<file path="src/rtl/arbitro_escritura_banco_pkg.sv">
// Shared widths, FSM encoding and saturating-increment helper for the bank write arbiter.
package arbitro_escritura_banco_pkg;

  localparam int ANCHO_DIR  = 5;
  localparam int ANCHO_DATO = 32;
  localparam int ANCHO_CONT = 16;

  // WRITE is encoded as 1 so WE_BANCO is taken straight from the state flop.
  typedef enum logic {
    IDLE  = 1'b0,
    WRITE = 1'b1
  } estado_t;

  function automatic logic [ANCHO_CONT-1:0] sat_inc(input logic [ANCHO_CONT-1:0] v);
    return (&v) ? v : v + {{(ANCHO_CONT-1){1'b0}}, 1'b1};
  endfunction

endpackage

</file>
<file path="src/rtl/arbitro_rr2.sv">
// Two-way round-robin grant: combinational grants, pointer moves to the other side after any grant.
module arbitro_rr2 #(
  parameter bit PRIO_INICIAL = 1'b0
) (
  input  logic CLK,
  input  logic RST_N,
  input  logic VALID0,
  input  logic VALID1,
  input  logic ENABLE,
  output logic GRANT0,
  output logic GRANT1
);

  logic ptr;

  always_comb begin
    GRANT0 = ENABLE & VALID0 & (~VALID1 | ~ptr);
    GRANT1 = ENABLE & VALID1 & (~VALID0 |  ptr);
  end

  always_ff @(posedge CLK or negedge RST_N) begin
    if (!RST_N) begin
      ptr <= PRIO_INICIAL;
    end else if (GRANT0) begin
      ptr <= 1'b1;
    end else if (GRANT1) begin
      ptr <= 1'b0;
    end
  end

endmodule

</file>
<file path="src/rtl/arbitro_escritura_banco.sv">
// Arbitrates two write requesters into one registered bank write port (latency 1, one write/cycle).
// HOLD_BANCO freezes the output stage and blocks both READYs.
module arbitro_escritura_banco
  import arbitro_escritura_banco_pkg::*;
#(
  parameter bit PRIO_INICIAL = 1'b0
) (
  input  logic                  CLK,
  input  logic                  RST_N,
  input  logic                  REQ0_VALID,
  input  logic [ANCHO_DIR-1:0]  REQ0_WA,
  input  logic [ANCHO_DATO-1:0] REQ0_DW,
  output logic                  REQ0_READY,
  input  logic                  REQ1_VALID,
  input  logic [ANCHO_DIR-1:0]  REQ1_WA,
  input  logic [ANCHO_DATO-1:0] REQ1_DW,
  output logic                  REQ1_READY,
  input  logic                  HOLD_BANCO,
  output logic [ANCHO_DIR-1:0]  WA_BANCO,
  output logic [ANCHO_DATO-1:0] DW_BANCO,
  output logic                  WE_BANCO,
  output logic                  BUSY,
  output logic [ANCHO_CONT-1:0] WR_COUNT
);

  estado_t estado, estado_sig;
  logic    habilita;
  logic    transfer;

  // Reset gates the grants so no requester sees READY while the block is held in reset.
  assign habilita = ~HOLD_BANCO & RST_N;
  assign transfer = REQ0_READY | REQ1_READY;

  arbitro_rr2 #(
    .PRIO_INICIAL(PRIO_INICIAL)
  ) u_rr (
    .CLK    (CLK),
    .RST_N  (RST_N),
    .VALID0 (REQ0_VALID),
    .VALID1 (REQ1_VALID),
    .ENABLE (habilita),
    .GRANT0 (REQ0_READY),
    .GRANT1 (REQ1_READY)
  );

  always_ff @(posedge CLK or negedge RST_N) begin
    if (!RST_N) begin
      estado <= IDLE;
    end else begin
      estado <= estado_sig;
    end
  end

  always_comb begin
    estado_sig = estado;
    if (!HOLD_BANCO) begin
      estado_sig = transfer ? WRITE : IDLE;
    end
  end

  assign WE_BANCO = (estado == WRITE);
  assign BUSY     = WE_BANCO;

  // Address/data only change on a transfer, so they keep their last value in IDLE.
  always_ff @(posedge CLK or negedge RST_N) begin
    if (!RST_N) begin
      WA_BANCO <= '0;
      DW_BANCO <= '0;
    end else if (transfer) begin
      WA_BANCO <= REQ0_READY ? REQ0_WA : REQ1_WA;
      DW_BANCO <= REQ0_READY ? REQ0_DW : REQ1_DW;
    end
  end

  always_ff @(posedge CLK or negedge RST_N) begin
    if (!RST_N) begin
      WR_COUNT <= '0;
    end else if (WE_BANCO && !HOLD_BANCO) begin
      WR_COUNT <= sat_inc(WR_COUNT);
    end
  end

endmodule

</file>
<file path="config.mk">
export PLATFORM = sky130hd
export DESIGN_NAME = arbitro_escritura_banco
export DESIGN_NICKNAME = d
export VERILOG_FILES = /design/src/rtl/arbitro_escritura_banco_pkg.sv /design/src/rtl/arbitro_rr2.sv /design/src/rtl/arbitro_escritura_banco.sv
export SDC_FILE = /design/constraint.sdc
export NUM_CORES = 1
export LEC_CHECK = 0
export CAP_MARGIN = 20
export CORE_ASPECT_RATIO = 0.7
export CORE_MARGIN = 4
export CORE_UTILIZATION = 43
export CTS_CLUSTER_DIAMETER = 30
export DETAILED_ROUTE_END_ITERATION = 6
export MAX_ROUTING_LAYER = met4
export PLACE_DENSITY = 0.87
export SYNTH_ARGS = -nofsm -noshare
export SYNTH_HDL_FRONTEND = slang
export SYNTH_HIERARCHICAL = 1
export SYNTH_SLANG_ARGS = --single-unit
</file>
<file path="constraint.sdc">
create_clock -name CLK -period 4.94 [get_ports CLK]
set_input_delay 0.741 -clock CLK [delete_from_list [all_inputs] [get_ports CLK]]
set_output_delay 0.741 -clock CLK [all_outputs]
set_load 0.1 [all_outputs]
</file>
# ---- After elaboration in Yosys (flattened, before gate mapping)
# Cells that the tools add are included.
dict set report classes {
  add_sub_neg 1
  bitwise 13
  reduce_logical 5
  mux 5
}
# operator count
set op_table {}
lappend op_table {{$mux 32} 1}
lappend op_table {{$add 16x1->16 const B} 1}
lappend op_table {{$reduce_and 16->1} 1}
lappend op_table {{$and 1x1->1} 5}
lappend op_table {{$mux 5} 1}
lappend op_table {{$not 1->1} 5}
lappend op_table {{$mux 1} 3}
lappend op_table {{$or 1x1->1} 3}
lappend op_table {{$reduce_and 2->1} 1}
lappend op_table {{$reduce_bool 2->1} 1}
lappend op_table {{$logic_and 1x1->1} 1}
lappend op_table {{$logic_not 1->1} 1}
dict set report word_totals {
  output_inout_bits 57
  word_cells 29
  input_bits 79
  reg_bits 55
}

# ---- Longest topological paths before layout
# Gate-level depths: netlist of the first run.
dict set report logic_depth {
  depth_word 6
  mapped_depth 7
  depth_no_buf 5
}

# ---- Modules after synthesis
# The synthesis of the first run kept the hierarchy.
# mod area_per_inst_um2 seq_area_each_um2 cells_each instances
set by_module_without_submodules {}
lappend by_module_without_submodules {arbitro_escritura_banco 2523.7 1351.3 235 1}
lappend by_module_without_submodules {arbitro_rr2 61.3 25.0 8 1}

# ---- Worst setup path after synthesis of the first run
# No wires, ideal clock.
dict set report synth_timing {
  path_type {input-to-reg}
  start {input port RST_N}
  end {register DW_BANCO[14]}
  path_stages 7
  t_required_ns 4.807
  t_arrival_ns 3.535
  setup_time_ns 0.133
  path_buffers 2
  path_slack_ns 1.272
  cell_sequence {nor2b_1 -> nand2_1 -> a21oi_1 -> buf_2 -> buf_2 -> mux2i_1 -> o21ai_0}
}
dict set report synth_between {
  elab_chain_cells 4
  elab_cells_between_ends 7
  classes_between {mux (1); bitwise (6)}
}
# item line
set synth_lines {}
lappend synth_lines {{start, declared} arbitro_escritura_banco.sv:9} ;# input logic RST_N,
lappend synth_lines {{$and 1x1->1} arbitro_escritura_banco.sv:31} ;# assign habilita = ~HOLD_BANCO & RST_N;
lappend synth_lines {{$and 1x1->1 (2 in series)} arbitro_rr2.sv:18} ;# GRANT1 = ENABLE & VALID1 & (~VALID0 | ptr);
lappend synth_lines {{net REQ1_READY} arbitro_escritura_banco.sv:17} ;# output logic REQ1_READY,
lappend synth_lines {{$or 1x1->1} arbitro_escritura_banco.sv:32} ;# assign transfer = REQ0_READY | REQ1_READY;
lappend synth_lines {{end signal, assigned} arbitro_escritura_banco.sv:71} ;# DW_BANCO <= REQ0_READY ? REQ0_DW : REQ1_DW;
lappend synth_lines {{end, declared} arbitro_escritura_banco.sv:20} ;# output logic [ANCHO_DATO-1:0] DW_BANCO,
# The timed path passes the listed nets, and every way through them passes these cells.
# A chain may end at the register's enable or synchronous reset.

# ---- Worst setup path after layout of the first run
dict set report layout_timing {
  start {input port HOLD_BANCO}
  end {output port REQ1_READY}
}
dict set report layout_between {
  elab_chain_cells 4
}
# item line
set layout_lines {}
lappend layout_lines {{start, declared} arbitro_escritura_banco.sv:18} ;# input logic HOLD_BANCO,
lappend layout_lines {{$not 1->1} arbitro_escritura_banco.sv:31}
lappend layout_lines {{$and 1x1->1} arbitro_escritura_banco.sv:31}
lappend layout_lines {{net habilita} arbitro_escritura_banco.sv:27} ;# logic habilita;
lappend layout_lines {{$and 1x1->1 (2 in series)} arbitro_rr2.sv:18}
lappend layout_lines {{end, declared} arbitro_escritura_banco.sv:17}
# The timed path passes the listed nets, and every way through them passes these cells.

==> flow_summary.ini, run 1 <==
[synth]
yosysWarningCount = 6
synth_top_area_frac = 0.532
syn_area_mm2 = 0.00258
syn-instance-count = 243
synth_cell_type_count = 33
ys_ff_latch = 55
syn_avg_cell_area_um2 = 10.6
synth_seq_area_share = 0.532
yosys.area.top_type = dfrtp_1
synth.area.top_cells = dfrtp_1 53%, mux2i_1 14%, o21ai_0 7.4%
syn_nets = 323

[critical_path]
r2r_cells = 5
crit_fanout = 17
rr_startpoint = u_rr/ptr
worstPathArrival_ns = 2.51
r2r_setup_slack_ns = 2.81
end_kind = output port
cp.required_ns = 4.20
critPathKind = primary input to output port
cp-start-kind = primary input
timing.rr.end = DW_BANCO[20]

[floorplan]
die_w_um = 101
dieHeight_um = 72.9
io-pin-count = 136
rows = 23
start_util = 0.447
coreArea_mm2 = 0.00578
dieArea_mm2 = 0.00734

[route]
ant_nets = 0
firstDrtPassIters = 4
first_iter_violations = 87
wl_um = 7050
vias = 2298
wl_per_cell_um = 15.7
vias_per_cell = 5.12
drc = 0

[placement]
port_buffers = 135
gp_congestion = 0.797
hpwl_um = 5390

[sta]
skew_ns = 0.0107
rsz0062_at_grt = false
setup-violations-final = 0
period_needed_ns = 3.25
fin_setup_tns_ns = 0
worstMarginPinSlew_ns = 1.02
slew_viol_final = 0
period_share = 0.658
finalHoldViolCount = 0
fmax_mhz = 308
slew_headroom = 0.320

[clocking]
post_cts_buffers = 0
cts_buffers = 5
clk_latency_ns = 0.30
clkSlewWorstSetupHoldPaths_ns = 0.08
root_buffer = clkbuf_8
clockBufferDepth = 2
cts_tree = yes
cts_resized = 0
cts.sink_count = 55
h-tree-depth = 2
holdBufCountCts = 0

[grt]
grt_pass1_vias = 2336
grt_pass1_wl_um = 11100
track_usage = 0.197
grt_max_degree = 76
grt_antenna_before_repair = 0
overflow = 0

[cells_and_area]
layout_commonest_cell = clkdlybuf4s50_1
final_core_util = 0.707
fill_cells = 436
nets = 454
mostFrequentLayoutCells = 132 x clkdlybuf4s50_1, 55 x dfrtp_1, 43 x nand2_1, 38 x o21ai_0, 37 x mux2i_1
area_delta_synth_final_pct = 58.3
antenna_cells = 0
drive_gt1_frac = 0.0615

[pwr]
p_per_area_mw_per_mm2 = 487
leakage_nw = 1.62
ir_worst_vdd_mv = 0.295

[worst_hold_path]
holdPathEnd = WR_COUNT[15]
min_path_type = register to register
hold_depth = 1
min-delay-start = WR_COUNT[15]

[run]
maxCapViolCount = 0

[outcome]
status = finished clean
==> state kept, by name (all words and copies together), names as in the netlist <==
name / count
BUSY: 1
DW_BANCO: 32
WA_BANCO: 5
WR_COUNT: 16
u_rr/ptr: 1
==> worst max path at each step <==
stage	from	endpoint	slack (ns)
final	HOLD_BANCO	REQ1_READY	1.69
after global routing	HOLD_BANCO	REQ1_READY	1.63
after CTS	HOLD_BANCO	REQ1_READY	1.69
after detailed placement	HOLD_BANCO	REQ1_READY	1.70
after global placement	HOLD_BANCO	REQ1_READY	1.76
after floorplan	RST_N	DW_BANCO[14]	1.27
==> power breakdown <==
part	internal (mW)	leakage [nW]	switching (mW)	total [mW]
Sequential	0.546	0.692	0.0697	0.616
Clock	0.110	0.0470	0.133	0.243
Combinational	0.278	0.884	0.855	1.13
Total	0.934	1.62	1.06	1.99
==> cells by family after synthesis <==
family | Yosys count | share of synthesized area
adder cells (fa/ha/maj) | 1 | 0.00484
XOR/XNOR | 15 | 0.0508
AND/OR/NAND/NOR | 76 | 0.150
AO/OA/AOI/OAI | 43 | 0.0876
flip-flops | 55 | 0.532
buffers and inverters | 15 | 0.0252
multiplexers | 38 | 0.149
==> layout make-up <==
class	instances	area, µm²	area share
clock inverter	1	5.00	0.00122
inverter	1	3.75	0.000917
tap	75	93.8	0.0229
sequential	55	1380	0.336
clock buffer	6	82.6	0.0202
multi-input combinational	173	1170	0.285
timing repair buffer	138	1360	0.333
==> cell usage after synthesis <==
library cell,instances
mux2i_1,37
nor2_2,1
nor4_1,1
dfrtp_1,55
nand3_1,4
o2111ai_1,2
nor3_1,5
mux2_4,1
xor2_1,8
a21oi_1,2
buf_2,4
nand4b_1,1
or2_2,1
inv_1,1
nand2_1,43
a21oi_2,1
o21ai_0,38
nor4_4,1
nor2b_1,1
buf_4,1
xnor2_1,7
nor3b_1,2
nand2b_1,1
clkbuf_1,9
nand3_2,1
nand4_1,4
and3_1,3
ha_1,1
and4_2,1
nand4_2,1
nor4b_1,1
and4_1,1
nor2_1,3
==> per-layer routing <==
layer  up-vias  global-route usage  wire, µm
met2        92               0.330      3470
met3        10              0.0458       538
met5         -                   -         0
met4         0              0.0463        97
li1       1106                   -         -
met1      1090               0.244      2940
==> critical path: stages <==
cell	delay (ns)
clkdlybuf4s50_1	0.45
nor2b_1	0.21
nand2_1	0.13
a21oi_4	0.57
buf_4	0.41
==> per-stage QoR <==
stage	setup WS, ns	area [µm²]	std cells	hold WS (ns)	power, mW
2_1_floorplan	1.27	2580	243	0.445	1.44
3_3_place_gp	1.76	4000	442	0.483	1.74
3_5_place_dp	1.70	4000	442	0.485	1.76
4_1_cts	1.69	4090	449	0.499	2.01
5_1_grt	1.63	4090	449	0.537	2.07
6_report	1.69	4090	449	0.499	1.99
(Power assumes the default switching activity.)
==> inputs of run 2 (changes only) <==
CORE_UTILIZATION = 39   (was 43)
PLACE_DENSITY = 0.8   (was 0.87)
clock period = 3.11 ns   (was 4.94 ns; I/O delays follow)
==> run 2 against run 1 <==
- first-iteration DRC count is 8.0% higher
- register-to-register slack worse by 1.5 ns
- final cell count is 4.5% higher
- largest power group unchanged
- highest routed layer unchanged
==> flow_summary.ini, run 2 (same netlist as run 1, synthesis figures left out) <==
[critical_path]
end_kind = output port
cp.required_ns = 2.64
cpPeakStageDelay_ns = 0.46
cp-endpoint = REQ0_READY
cp-start-kind = primary input
crit_fanout = 13
r2r_cells = 5
slowest_stage = clkdlybuf4s50_1
path_cells = clkdlybuf4s50_1 -> nor2b_1 -> nand2_1 -> a21oi_4 -> buf_12
critPathKind = primary input to output port
cp.depth = 5
timing.rr.end = WR_COUNT[1]
cp-startpoint = HOLD_BANCO
path_buf_inv = 2
rr_startpoint = WR_COUNT[1]
r2r_setup_slack_ns = 1.28
critPathTopFamily = buffers and inverters
worstPathArrival_ns = 1.87

[route]
vias_per_cell = 4.86
wl_per_cell_um = 15.6
wl_um = 7310
ant_nets = 0
first_iter_violations = 94
drc = 0
vias = 2278
firstDrtPassIters = 4

[outcome]
status = finished clean

[pwr]
leakage_nw = 1.71
ir_worst_vdd_mv = 0.767
p_per_area_mw_per_mm2 = 775

[grt]
grt_max_degree = 56
grt_antenna_before_repair = 1
grt_pass1_wl_um = 11500
track_usage = 0.183
overflow = 0
grt_pass1_vias = 2150

[sta]
fin_setup_tns_ns = 0
period_needed_ns = 2.34
setup-violations-final = 0
skew_ns = 0.00883
hold_ws_ns = 0.314
slew_headroom = 0.545
worstMarginPinSlew_ns = 0.682
period_share = 0.751
slew_viol_final = 0
fmax_mhz = 428
rsz0062_at_grt = false
finalHoldViolCount = 0

[placement]
port_buffers = 135
dp_cells = 460
gp_congestion = 0.801
hpwl_um = 5650

[cells_and_area]
multi_input_area_mm2 = 0.00117
fill_cells = 531
reg_top3 = DW_BANCO (32), WR_COUNT (16), WA_BANCO (5)
regArea_mm2 = 0.00138
drive_gt1_frac = 0.210
instances_no_fill = 469
largest_reg_flops = 32
top_register = DW_BANCO
nets = 456
layout_commonest_cell = clkdlybuf4s50_1
area_delta_synth_final_pct = 55.1
mostFrequentLayoutCells = 77 x clkdlybuf4s50_1, 60 x buf_4, 55 x dfrtp_1, 43 x nand2_1, 38 x o21ai_0

[clocking]
cts.sink_count = 55
h-tree-depth = 2
cts_resized = 0
clk_latency_ns = 0.30
root_buffer = clkbuf_8
cts_tree = yes
cts_buffers = 5
holdBufCountCts = 0
clkSlewWorstSetupHoldPaths_ns = 0.09
clockBufferDepth = 2
post_cts_buffers = 0

[floorplan]
start_util = 0.408
rows = 24
coreArea_mm2 = 0.00634
dieHeight_um = 76.1
dieArea_mm2 = 0.00802
die_w_um = 105
io-pin-count = 136

[run]
maxCapViolCount = 0

[worst_hold_path]
min_path_type = primary input to asynchronous set/reset pin
run 2: cell count changes in the layout (fill, tap and decap cells not counted):
cell,delta
buf_12,+2
diode_2,+1
buf_4,+55
clkbuf_1,+2
clkdlybuf4s50_1,-55
clkbuf_8,-1
run 2: through the flow:
step | util | worst slack, ns | total power [mW] | instance area [µm²]
4_1_cts | 0.633 | 0.754 | 3.13 | 4010
6_report | 0.633 | 0.774 | 3.11 | 4010
3_5_place_dp | 0.620 | 0.760 | 2.75 | 3930
3_3_place_gp | 0.620 | 0.803 | 2.73 | 3930
5_1_grt | 0.633 | 0.661 | 3.23 | 4010
2_1_floorplan | - | 0.431 | 2.29 | 2590
run 2: worst min path at each step:
stage / slack, ns / depth (start not counted) / endpoint / startpoint
floorplan: 0.17 / 0 / BUSY / RST_N
global placement: 0.48 / 1 / WR_COUNT[7] / WR_COUNT[7]
detailed placement: 0.49 / 1 / WR_COUNT[15] / WR_COUNT[15]
CTS: 0.34 / 2 / DW_BANCO[22] / RST_N
global route: 0.38 / 2 / DW_BANCO[22] / RST_N
finish: 0.31 / 2 / DW_BANCO[25] / RST_N
run 2: power by group:
part           switching, mW  leakage (nW)  internal [mW]
combinational           1.36         0.976          0.390
sequential             0.110         0.692          0.867
clock                  0.224        0.0422          0.159
total                   1.69          1.71           1.42
run 2: layout make-up:
type / instances / share of cell area
inverter: 1 / 0.000936
antenna: 1 / 0.000624
tap: 91 / 0.0284
sequential: 55 / 0.343
timing repair buffer: 140 / 0.316
clock inverter: 1 / 0.00125
clock buffer: 7 / 0.0190
multi-input combinational: 173 / 0.291
run 2: metal layers:
layer | vias up | GRT usage | part of all wire
li1 | 1113 | - | -
met1 | 1060 | 0.257 | 0.47
met2 | 97 | 0.258 | 0.42
met3 | 8 | 0.0601 | 0.10
met4 | 0 | 0.0406 | 0.0092
met5 | - | - | 0
